$ cat config.mk
export PLATFORM = sky130hd
export DESIGN_NAME = pbit_update
export DESIGN_NICKNAME = d
export VERILOG_FILES = /design/src/rtl/pbit_pkg.sv /design/src/rtl/pbit_lfsr.sv /design/src/rtl/pbit_update.sv
export SDC_FILE = /design/constraint.sdc
export NUM_CORES = 1
export LEC_CHECK = 0
export ABC_AREA = 1
export CAP_MARGIN = 20
export CORE_UTILIZATION = 40
export DETAILED_ROUTE_END_ITERATION = 6
export DONT_BUFFER_PORTS = 1
export GPL_ROUTABILITY_DRIVEN = 0
export SYNTH_ARGS = -nofsm -noshare
export SYNTH_HDL_FRONTEND = slang
export SYNTH_SLANG_ARGS = --single-unit
$ cat constraint.sdc
create_clock -name clk -period 2.2 [get_ports clk]
set_clock_uncertainty 0.05 [all_clocks]
set_input_delay 0.44 -clock clk [delete_from_list [all_inputs] [get_ports clk]]
set_output_delay 0.44 -clock clk [all_outputs]
set_load 0.005 [all_outputs]
$ cat src/rtl/pbit_pkg.sv
`default_nettype none
// ============================================================================
// Module      : pbit_pkg
// Description : Shared constants for the p-bit datapath. Holds the tanh
//               lookup table, the LFSR width and tap mask, and a helper that
//               computes one LFSR step. The MAC and scheduler use it too.
// Revision    : 1.0 - initial release
// ============================================================================
package pbit_pkg;

  localparam int TANH_W    = 8;
  localparam int LUT_DEPTH = 64;
  localparam int LFSR_W    = 16;

  // Taps for x^16 + x^14 + x^13 + x^11 + 1 in a right-shifting Fibonacci
  // register. The exponents map to state bits 0, 2, 3 and 5.
  localparam logic [LFSR_W-1:0] LFSR_TAPS = 16'h002D;

  // round(127 * tanh(k/4)). The table is addressed by the raw two's
  // complement bits of k: entries 0..31 hold k = 0..31, and entries
  // 32..63 hold k = -32..-1.
  localparam logic signed [TANH_W-1:0] TANH_LUT [LUT_DEPTH] = '{
    // k = 0 .. 15
    8'sd0,    8'sd31,   8'sd59,   8'sd81,   8'sd97,   8'sd108,  8'sd115,  8'sd120,
    8'sd122,  8'sd124,  8'sd125,  8'sd126,  8'sd126,  8'sd127,  8'sd127,  8'sd127,
    // k = 16 .. 31
    8'sd127,  8'sd127,  8'sd127,  8'sd127,  8'sd127,  8'sd127,  8'sd127,  8'sd127,
    8'sd127,  8'sd127,  8'sd127,  8'sd127,  8'sd127,  8'sd127,  8'sd127,  8'sd127,
    // k = -32 .. -17
    -8'sd127, -8'sd127, -8'sd127, -8'sd127, -8'sd127, -8'sd127, -8'sd127, -8'sd127,
    -8'sd127, -8'sd127, -8'sd127, -8'sd127, -8'sd127, -8'sd127, -8'sd127, -8'sd127,
    // k = -16 .. -1
    -8'sd127, -8'sd127, -8'sd127, -8'sd127, -8'sd126, -8'sd126, -8'sd125, -8'sd124,
    -8'sd122, -8'sd120, -8'sd115, -8'sd108, -8'sd97,  -8'sd81,  -8'sd59,  -8'sd31
  };

  // One LFSR step: the XOR of the tapped bits enters at the MSB.
  function automatic logic [LFSR_W-1:0] lfsr_step(input logic [LFSR_W-1:0] s);
    return {^(s & LFSR_TAPS), s[LFSR_W-1:1]};
  endfunction

endpackage
`default_nettype wire

$ cat src/rtl/pbit_lfsr.sv
`default_nettype none
// ============================================================================
// Module      : pbit_lfsr
// Description : Free-running 16-bit Fibonacci LFSR. It reloads SEED if the
//               state ever becomes zero. The low OUT_W bits of the state are
//               presented in parallel as the random sample.
// Revision    : 1.0 - initial release
// ============================================================================
module pbit_lfsr
  import pbit_pkg::*;
#(
  parameter logic [LFSR_W-1:0] SEED  = 16'hACE1,
  parameter int                OUT_W = LFSR_W
) (
  input  logic             clk,
  input  logic             rst,
  output logic [OUT_W-1:0] state_o
);

  logic [LFSR_W-1:0] state_q;
  logic [LFSR_W-1:0] state_d;

  // Next state; the all-zero state is a lock-up, so escape it via SEED.
  always_comb begin
    state_d = lfsr_step(state_q);
    if (state_q == '0) begin
      state_d = SEED;
    end
  end

  // State register, advances every cycle out of reset.
  always_ff @(posedge clk or posedge rst) begin
    if (rst) begin
      state_q <= SEED;
    end else begin
      state_q <= state_d;
    end
  end

  assign state_o = state_q[OUT_W-1:0];

endmodule
`default_nettype wire

$ cat src/rtl/pbit_update.sv
`default_nettype none
// ============================================================================
// Module      : pbit_update
// Description : Stochastic p-bit update stage. An update request samples the
//               input current and a random value r. Two cycles later p_out
//               becomes (tanh(I) >= r). A clamp overrides p_out with a fixed
//               value, so terminals can be pinned.
// Revision    : 1.0 - initial release
// ============================================================================
module pbit_update
  import pbit_pkg::*;
#(
  parameter int                IN_PRECISION = 6,
  parameter logic [LFSR_W-1:0] SEED         = 16'hACE1,
  parameter logic              P_INIT       = 1'b0
) (
  input  logic                           clk,
  input  logic                           rst,
  input  logic signed [IN_PRECISION-1:0] i_in,
  input  logic                           upd_valid,
  input  logic                           clamp_en,
  input  logic                           clamp_val,
  output logic                           p_out,
  output logic                           upd_done
);

  // Current random sample: the low byte of the LFSR, read as signed.
  logic [TANH_W-1:0] r_cur;

  pbit_lfsr #(
    .SEED  (SEED),
    .OUT_W (TANH_W)
  ) u_lfsr (
    .clk     (clk),
    .rst     (rst),
    .state_o (r_cur)
  );

  // Stage 0 registers: the LUT address (raw bits of i_in) and r.
  logic                     v1_q;
  logic [IN_PRECISION-1:0]  idx_q;
  logic signed [TANH_W-1:0] r1_q;

  // Stage 1 registers: the looked-up tanh value and the r that travels with it.
  logic                     v2_q;
  logic signed [TANH_W-1:0] t_q;
  logic signed [TANH_W-1:0] r2_q;

  // Stage 2 next state.
  logic p_d;
  logic done_d;

  // Stage 0: capture the request together with this cycle's random sample.
  always_ff @(posedge clk or posedge rst) begin
    if (rst) begin
      v1_q  <= 1'b0;
      idx_q <= '0;
      r1_q  <= '0;
    end else begin
      v1_q <= upd_valid;
      if (upd_valid) begin
        idx_q <= i_in;
        r1_q  <= r_cur;
      end
    end
  end

  // Stage 1: ROM read of the tanh table.
  always_ff @(posedge clk or posedge rst) begin
    if (rst) begin
      v2_q <= 1'b0;
      t_q  <= '0;
      r2_q <= '0;
    end else begin
      v2_q <= v1_q;
      if (v1_q) begin
        t_q  <= TANH_LUT[idx_q];
        r2_q <= r1_q;
      end
    end
  end

  // Stage 2 decision. The clamp wins over any arriving result. A discarded
  // result still reports done, so the downstream update count stays exact.
  always_comb begin
    p_d    = p_out;
    done_d = v2_q;
    if (clamp_en) begin
      p_d = clamp_val;
    end else if (v2_q) begin
      p_d = (t_q >= r2_q);
    end
  end

  // Stage 2 output registers.
  always_ff @(posedge clk or posedge rst) begin
    if (rst) begin
      p_out    <= P_INIT;
      upd_done <= 1'b0;
    end else begin
      p_out    <= p_d;
      upd_done <= done_d;
    end
  end

endmodule
`default_nettype wire
==> metrics.md, run 1 <==
| Metric | Value |
|---|---|
| Post-Synth Adder-Cell Area | 7.01% |
| Unrepaired setup endpoints after global routing | no |
| Die height | 78.2 µm |
| Final setup viols | 0 |
| Dominant synthesized flop cell | dfrtp_1 |
| Total GRT Usage | 15.6% |
| Diode count | 0 |
| Synthesized area | 2320 µm² |
| Simple-gate share of the synthesized area | 17.9% |
| Average routed wire per standard cell | 13.0 µm |
| Ys async rst share | 100% |
| Slowest CP cell | dfrtp_1 |
| Top cells by area, synth | dfrtp_1 (45%), dfstp_2 (9.1%), nand2_1 (9.1%), ha_1 (7.0%), o21ai_0 (5.2%) |
| Avg Inst Size Synth | 8.89 µm² |
| DRT Pass-1 Iters | 4 |
| Root Driver | clkbuf_8 |
| Register area | 1260 µm² |
| Clock Sinks | 50 |
| Final wirelength | 4.25 mm |
| Clock transition at path regs | 0.09 ns |
| Multiplexer share of the synthesized area | 0.971% |
| Final Hold Viols | 22 |
| Leak Pwr | 1.21 nW |
| Setup slack, reg-to-reg | 0.71 ns |
| Initial Util | 41.9% |
| Critical R2R Capture | t_q[1] |
| Die width | 78.2 µm |
| Cell mode on critical path | nor2_1 |
| Largest net degree at the start of global routing | 29 |
| Clock Power Share | 30.9% |
| Hold-fix buffers, CTS | 0 |
| Pwr Density | 757 nW/µm² |
| Share of total power in combinational logic | 14.0% |
| Vias in the first global route | 1588 |
| DRC viols | 0 |
| Layout filler cell count | 571 |
| Sw Share | 28.3% |
| Arrival time of the worst setup path | 1.63 ns |
| Critical path's top delay family | flip-flops |
| Top-area cell type share of the netlist area | 45.3% |
| Post-synthesis compound-gate area fraction | 10.2% |
| Net switching power figure | 0.000526 W |
| Part of the power in registers | 55.1% |
| Xor/xnor cell area share of the yosys netlist | 0.755% |
| CORE AREA | 5540 µm² |
| First-pass GRT wire length | 7.42 mm |
| R2R cell count | 9 |
| Setup Total Neg Slack | 0 ns |
| Slew of the pin with the lowest slew margin | 0.500 ns |
| Synthesis-to-layout area growth | 5.93% |
| Post-DP HPWL | 2.96 mm |
| Failing checks | hold timing |
| I/O Pins | 13 |
| Seq/Total Area, Yosys | 54.4% |
| Max_cap viols | 0 |
| Post-synth EDFFs | 0 |
| Vias post-DR | 1612 |
| Highest clock rate | 673 MHz |
| Total CTS buffers | 5 |
| Initial antenna violation count | 0 |
| Element type at the critical path end | register |
| Post-CTS Resized | 0 |
| Nets | 278 |
| Largest family of logic cells by synthesized area | simple AND/OR/NAND/NOR gates |
| Netlist cell types | 26 |
| Seq cells post-synth | 50 |
| Synth area leader | dfrtp_1 |
| Critical path buffers and inverters | 2 |
| H-tree levels | 2 |
| Full die area | 6110 µm² |
| Clock buffer depth | 2 |
| Initial DRC count | 192 |
| Status | finished with violations |
| Count leader, synth | nand2_1 |
| Mapped Cells | 261 |
| Max-slew headroom | 66.6% |
| Port bufs | 0 |
| Final core utilization | 44.4% |
| Tcrit/Tclk final | 67.5% |
| RR Startpoint | idx_q[1] |
| Fin Hold WS | -0.0176 ns |
| Min Tclk post-route | 1.49 ns |
| Post-CTS setup buffer count | 0 |
| Share of cells above drive strength 1 | 11.4% |
| Area occupied by multi-input gates | 856 µm² |
| Grt total ovfl | 0 |
| Min-Delay Path Class | input port to async pin |
| VDD IR max | 0.289 mV |
| Routed Antenna Nets | 0 |
| Setup CP Type | register to register |
| Clk_lat worst skew | 0.30 ns |
| Worst Setup Start Kind | register |
| Syn nets | 285 |
| WP data required | 2.35 ns |
| Worst-path cell chain | inv_1 -> ha_1 -> inv_1 -> nor2_1 -> nor2_1 -> a21oi_1 -> nor2_1 -> nor2_1 -> o21ai_1 |
| Commonest cells in the netlist | nand2_1 (56), dfrtp_1 (42), inv_1 (30), o21ai_0 (24), nor2_1 (22) |
| Vias per inst | 4.93 |
| YS warnings | 0 |
| Max FO, Critical Path | 5 |
| Pins Over Slew Limit | 0 |
| Power Internal | 0.00133 W |
| Row cnt | 27 |
| Max incr delay on CP | 0.42 ns |
| CTS tree | built |
[power groups by stage]
stage          registers [W]  logic [W]  clock network [W]
3_3_place_gp         0.00104   0.000252                  0
6_report             0.00102   0.000260           0.000576
5_1_grt              0.00103   0.000310           0.000629
3_5_place_dp         0.00104   0.000260                  0
4_1_cts              0.00103   0.000263           0.000595
2_1_floorplan        0.00102   0.000225                  0
[registers in the layout (all words and copies together) (netlist names)]
| name | cells |
|---|---|
| u_lfsr.state_q | 16 |
| p_out | 1 |
| v1_q | 1 |
| r2_q | 8 |
| t_q | 8 |
| idx_q | 6 |
| done_d | 1 |
| upd_done | 1 |
| r1_q | 8 |
[stage by stage]
stage | total power (W) | worst slack, ns | hold WS [ns] | instance area, µm² | instances
6_report | 0.00186 | 0.715 | -0.0176 | 2460 | 327
5_1_grt | 0.00197 | 0.524 | 0.0119 | 2460 | 327
4_1_cts | 0.00188 | 0.711 | 0.00488 | 2460 | 327
3_5_place_dp | 0.00130 | 0.739 | 0.321 | 2360 | 319
3_3_place_gp | 0.00129 | 0.769 | 0.313 | 2360 | 319
2_1_floorplan | 0.00125 | 0.522 | 0.304 | 2320 | 261
[layout make-up]
class	instances	share of cell area [%]
Clock inverter	2	0.662
Inverter	33	5.04
Clock buffer	6	3.36
Timing Repair Buffer	2	1.12
Sequential cell	50	51.3
Multi-Input combinational cell	162	34.8
Tap cell	72	3.67
[cells by family after synthesis]
kind of cell,count (synthesis)
DFF,50
and+or+nand+nor,99
AOI/OAI and AO/OA,46
xor gates and xnor gates,2
muxes,2
buffers and inverters,49
adders and majority gates,13
[per-layer routing]
| layer | GRT usage, % | up-vias | part of all wire, % |
|---|---|---|---|
| li1 | - | 816 | - |
| met1 | 21.2 | 757 | 49 |
| met2 | 24.6 | 32 | 45 |
| met3 | 2.91 | 7 | 4.1 |
| met4 | 6.11 | 0 | 1.4 |
| met5 | 0 | - | 0 |
[layout by cell type (no fill, tap or decap)]
cell type | synthesis | routed
nand2_1 | 56 | 56
dfrtp_1 | 42 | 42
inv_1 | 30 | 29
o21ai_0 | 24 | 24
nor2_1 | 22 | 22
a21oi_1 | 14 | 14
ha_1 | 13 | 13
dfstp_2 | 8 | 8
nand3_1 | 6 | 6
clkbuf_8 | 0 | 6
inv_2 | 3 | 4
nor3_1 | 4 | 4
or2_2 | 4 | 4
nand4_1 | 3 | 3
nor4_1 | 3 | 3
o21ai_1 | 3 | 3
o22ai_1 | 2 | 2
a31oi_1 | 2 | 2
mux2_2 | 2 | 2
o31ai_1 | 1 | 1
nand3_2 | 1 | 1
xnor2_1 | 1 | 1
xor2_1 | 1 | 1
inv_6 | 0 | 1
clkinvlp_4 | 0 | 1
buf_4 | 1 | 1
buf_12 | 0 | 1
[worst max-delay path by stage]
| stage | from | end | depth (start not counted) | slack (ns) |
|---|---|---|---|---|
| after floorplan | rst | done_d | 1 | 0.52 |
| after global placement | idx_q[1] | t_q[1] | 9 | 0.77 |
| after detailed placement | idx_q[0] | t_q[1] | 9 | 0.74 |
| after CTS | t_q[5] | p_out | 9 | 0.71 |
| after global routing | idx_q[1] | t_q[1] | 9 | 0.52 |
| final | idx_q[1] | t_q[1] | 9 | 0.71 |
No activity file was read; power rests on OpenSTA's default activity.
==> inputs of run 2 (changes only) <==
clock period = 1.5 ns   (was 2.2 ns; I/O delays follow)
==> metrics.md, run 2 (synthesized netlist as in run 1, its figures left out) <==
| Metric | Value |
|---|---|
| Pins Over Slew Limit | 0 |
| Port bufs | 0 |
| DRC viols | 0 |
| Leak Pwr | 1.29 nW |
| Final setup viols | 0 |
| Most frequent cells in the layout | nand2_1 (55), dfrtp_1 (42), o21ai_0 (22), inv_1 (22), nor2_1 (20) |
| Post-DP HPWL | 2.94 mm |
| Slew of the pin with the lowest slew margin | 0.408 ns |
| Average routed wire per standard cell | 12.7 µm |
| Final Hold Viols | 0 |
| H-tree levels | 2 |
| Critical path buffers and inverters | 2 |
| Initial antenna violation count | 0 |
| Largest net degree at the start of global routing | 34 |
| Clock Sinks | 50 |
| VDD IR max | 0.631 mV |
| Share of cells above drive strength 1 | 23.6% |
| Final wirelength | 4.34 mm |
| Full die area | 6110 µm² |
| Unrepaired setup endpoints after global routing | yes |
| Die height | 78.2 µm |
| Status | finished clean |
| Vias per inst | 4.89 |
| Max-slew headroom | 72.8% |
| Vias in the first global route | 1647 |
| DRT Pass-1 Iters | 4 |
| Setup CP Type | register to register |
| Min Tclk post-route | 1.45 ns |
| Initial DRC count | 168 |
| Layout filler cell count | 547 |
| Final WS setup | 0.0492 ns |
| Die width | 78.2 µm |
| CORE AREA | 5540 µm² |
| Worst-path cell chain | inv_2 -> ha_4 -> inv_2 -> nor2_4 -> nor2_2 -> a21oi_2 -> nor2_1 -> nor2_1 -> o21ai_1 |
| Pwr Density | 1100 nW/µm² |
| Commonest non-fill, non-tap cell in the layout | nand2_1 |
| Element type at the critical path end | register |
| Clock transition at path regs | 0.10 ns |
| Max incr delay on CP | 0.42 ns |
| Max_cap viols | 0 |
| WP data required | 1.64 ns |
| Arrival time of the worst setup path | 1.59 ns |
| Critical path's top delay family | flip-flops |
| Pre-CTS WS | 0.0530 ns |
| Setup Total Neg Slack | 0 ns |
| Total CTS buffers | 5 |
| Total GRT Usage | 15.8% |
| Tcrit/Tclk final | 96.7% |
| Synthesis-to-layout area growth | 16.8% |
| Largest Register | u_lfsr.state_q |
| Nets | 294 |
| Initial Util | 41.9% |
| R2R cell count | 9 |
| Max FFs per register | 16 |
| Clock buffer depth | 2 |
| WP depth | 9 |
| Worst Setup Start Kind | register |
| Max FO, Critical Path | 4 |
| Clk_lat worst skew | 0.30 ns |
| I/O Pins | 13 |
| Grt total ovfl | 0 |
| Highest clock rate | 689 MHz |
| Min-Delay Path Class | input port to register |
| Vias post-DR | 1676 |
| Diode count | 0 |
| Hold path depth | 1 |
| CTS tree | built |
| Row cnt | 27 |
| Root Driver | clkbuf_8 |
| Routed Antenna Nets | 0 |
| First-pass GRT wire length | 7.51 mm |
| Slowest CP cell | dfrtp_1 |
-- run 2: changes by cell type in the layout (fill, tap and decap cells not counted), moves of 3 or more --
cell / before / now
inv_2: 4 / 10
buf_4: 1 / 13
ha_4: 0 / 5
ha_1: 13 / 7
inv_1: 29 / 22
dlygate4sd3_1: 0 / 3
a21oi_2: 0 / 4
a21oi_1: 14 / 10
-- run 2: layer usage --
layer  track usage, %  vias to the layer above  share of wire [%]
li1                 -                      851                  -
met1             21.2                      798                 49
met2             25.1                       20                 46
met3             3.72                        7                3.2
met4             5.56                        0                1.4
met5                0                        -                  0
-- run 2: final cells by class --
type	instances	area, µm²	area share, %
Inverter	33	128	4.71
Multi-Input combinational cell	162	958	35.4
Sequential cell	50	1260	46.6
Clock buffer	5	68.8	2.54
Tap cell	72	90.1	3.33
Timing Repair Buffer	18	159	5.87
Clock inverter	3	43.8	1.62
-- run 2: path summary, 6_finish.rpt --
kind / end / start / slack [ns]
min in group asynchronous: idx_q[2] / rst / 0.41
max reg2reg: t_q[1] / idx_q[1] / 0.05
max: t_q[1] / idx_q[1] / 0.05
min reg2reg: u_lfsr.state_q[8] / u_lfsr.state_q[9] / 0.34
min: r1_q[1] / upd_valid / 0.02
max in group asynchronous: t_q[0] / rst / 0.50
-- run 2: report_power, final --
part           leakage, nW  switching (W)  total [W]  internal, W
logic                0.670       0.000281   0.000510     0.000229
clock network       0.0585       0.000457   0.000958     0.000500
registers            0.561      0.0000723    0.00151      0.00144
total                 1.29       0.000811    0.00298      0.00216
-- run 2: what timing repair did --
| item | CTS | global route |
|---|---|---|
| hold buffers | 2 | 1 |
| endpoints found under the setup margin | 0 | 8 |
| hold endpoints to repair | 10 | 1 |
| buffers inserted | 0 | 7 |
| gates resized for setup | 0 | 26 |
-- run 2: stage by stage --
stage          hold slack [ns]  std cells  instance area [µm²]  util (%)  power (W)
2_1_floorplan            0.281        261                 2320         -    0.00183
4_1_cts                0.00679        335                 2540      45.8    0.00288
3_5_place_dp             0.142        325                 2410      43.5    0.00192
3_3_place_gp             0.137        325                 2410      43.5    0.00191
5_1_grt                0.00966        343                 2710      48.9    0.00315
6_report                0.0205        343                 2710      48.9    0.00298
==> inputs of run 3 (changes only) <==
CELL_PAD_IN_SITES_DETAIL_PLACEMENT = 0   (was not set)
CELL_PAD_IN_SITES_GLOBAL_PLACEMENT = 2   (was not set)
CORE_UTILIZATION = 39   (was 40)
PLACE_DENSITY_LB_ADDON = 0.1   (was not set)
==> metrics.md, run 3 (synthesized netlist as in run 1, its figures left out) <==
| Metric | Value |
|---|---|
| Clock transition at path regs | 0.10 ns |
| Max FFs per register | 16 |
| Met3 Resource Use GR | 3.45% |
| Final wirelength | 4.42 mm |
| Commonest non-fill, non-tap cell in the layout | nand2_1 |
| Power Internal | 0.00199 W |
| Final setup viols | 0 |
| Slowest CP cell | dfrtp_1 |
| Worst-path cell chain | inv_2 -> ha_1 -> inv_1 -> nand2_1 -> a21oi_1 -> nor2_1 -> nor2_1 -> o21ai_1 |
| DRC viols | 0 |
| Max FO, Critical Path | 5 |
| WP depth | 8 |
| Sw Share | 29.2% |
| First-pass GRT wire length | 7.62 mm |
| M2 GR Usage | 22.7% |
| Full die area | 6260 µm² |
| R2R cell count | 8 |
| Unrepaired setup endpoints after global routing | yes |
| I/O Pins | 13 |
| Diode count | 0 |
| Clk_lat worst skew | 0.30 ns |
| Min Tclk post-route | 1.44 ns |
| Status | finished clean |
| DRT Pass-1 Iters | 4 |
| Critical path buffers and inverters | 2 |
| Initial Util | 41.4% |
| Final Hold Viols | 0 |
| WP data required | 1.64 ns |
| Layout filler cell count | 582 |
| Max incr delay on CP | 0.44 ns |
| Cell mode on critical path | nor2_1 |
| Finished Layout Cells | 339 |
| Pins Over Slew Limit | 0 |
| Post-DP HPWL | 3.10 mm |
| Setup CP Type | register to register |
| Hold path depth | 1 |
| Grt total ovfl | 0 |
| Vias per inst | 4.69 |
| VDD IR max | 0.722 mV |
| Leak Pwr | 1.25 nW |
| Vias in the first global route | 1593 |
| Die height | 79.1 µm |
| Vias post-DR | 1590 |
| Initial antenna violation count | 0 |
| Setup slack, reg-to-reg | 0.06 ns |
| Largest net degree at the start of global routing | 51 |
| Die width | 79.1 µm |
| Initial DRC count | 76 |
| CTS tree | built |
| Element type at the critical path end | register |
| Row cnt | 27 |
| Critical path's top delay family | flip-flops |
| H-tree levels | 2 |
| Clock Sinks | 50 |
| Total CTS buffers | 5 |
| Average routed wire per standard cell | 13.0 µm |
| Slew of the pin with the lowest slew margin | 0.319 ns |
| Placed Instances | 325 |
| Share of total power in combinational logic | 16.8% |
| Total GRT Usage | 15.9% |
| Nets | 290 |
| Worst Setup Start Kind | register |
| Highest clock rate | 693 MHz |
| Met1 Resource Use GR | 23.4% |
| Setup Total Neg Slack | 0 ns |
| Max_cap viols | 0 |
| Clock Power Share | 29.4% |
| Share of cells above drive strength 1 | 20.6% |
| Clock buffer depth | 2 |
| Routed Antenna Nets | 0 |
| Grt peak-use layer | met1 |
| Net switching power figure | 0.000818 W |
| Root Driver | clkbuf_8 |
| Min-Delay Path Class | input port to register |
| Synthesis-to-layout area growth | 13.4% |
| Pwr Density | 1070 nW/µm² |
| Port bufs | 0 |
| Most frequent cells in the layout | nand2_1 (56), dfrtp_1 (42), inv_1 (22) |
| Part of the power in registers | 53.8% |
| CORE AREA | 5610 µm² |
| Arrival time of the worst setup path | 1.59 ns |
| Largest Register | u_lfsr.state_q |
| Tcrit/Tclk final | 96.2% |
| Max-slew headroom | 78.5% |
run 3: cell count changes in the layout (fill, tap and decap cells not counted), moves of 2 or more:
| cell | before | now |
|---|---|---|
| buf_4 | 13 | 11 |
| a21oi_1 | 10 | 12 |
| nor3_1 | 2 | 4 |
| nor3_2 | 2 | 0 |
| a21oi_2 | 4 | 2 |
run 3: timing repair:
action | CTS | global route
setup endpoints to repair | 0 | 6
buffers inserted | 0 | 4
gates resized for setup | 0 | 19
endpoints found under the hold margin | 44 | 0
hold buffers | 2 | 0
run 3: final cells by class:
cell class	instances	area [µm²]	share of cell area [%]
sequential	50	1260	48.0
clock buffer	5	68.8	2.62
inverter	33	128	4.85
timing repair buffer	14	123	4.66
multi-input combinational	162	931	35.4
clock inverter	3	28.8	1.09
tap	72	90.1	3.43
run 3: per-stage QoR:
stage / util [%] / power, W / setup WS [ns] / hold WS (ns) / instance area [µm²]
2_1_floorplan: - / 0.00183 / 0.146 / 0.281 / 2320
3_3_place_gp: 42.9 / 0.00193 / 0.0395 / 0.208 / 2410
3_5_place_dp: 42.9 / 0.00192 / 0.0335 / 0.212 / 2410
4_1_cts: 45.0 / 0.00278 / 0.00562 / 0.00614 / 2520
5_1_grt: 46.9 / 0.00300 / -0.0527 / 0.0132 / 2630
6_report: 46.9 / 0.00280 / 0.0576 / 0.0197 / 2630
run 3: power groups by stage:
stage	Sequential [W]	Clock [W]	Combinational (W)
floorplan	0.00150	0	0.000331
global placement	0.00152	0	0.000404
detailed placement	0.00152	0	0.000400
CTS	0.00150	0.000870	0.000409
global route	0.00152	0.000926	0.000554
finish	0.00151	0.000825	0.000472
run 3: worst paths after layout:
kind,start,endpoint
min in group asynchronous,rst,u_lfsr.state_q[1]
min,upd_valid,r1_q[7]
max reg2reg,idx_q[1],t_q[1]
min reg2reg,u_lfsr.state_q[9],u_lfsr.state_q[8]
max in group asynchronous,rst,u_lfsr.state_q[10]
max,idx_q[1],t_q[1]
run 3: layer usage:
layer / part of all wire, % / vias up
met4: 1.3 / 0
li1: - / 842
met2: 41 / 19
met3: 2.4 / 5
met5: 0 / -
met1: 56 / 724
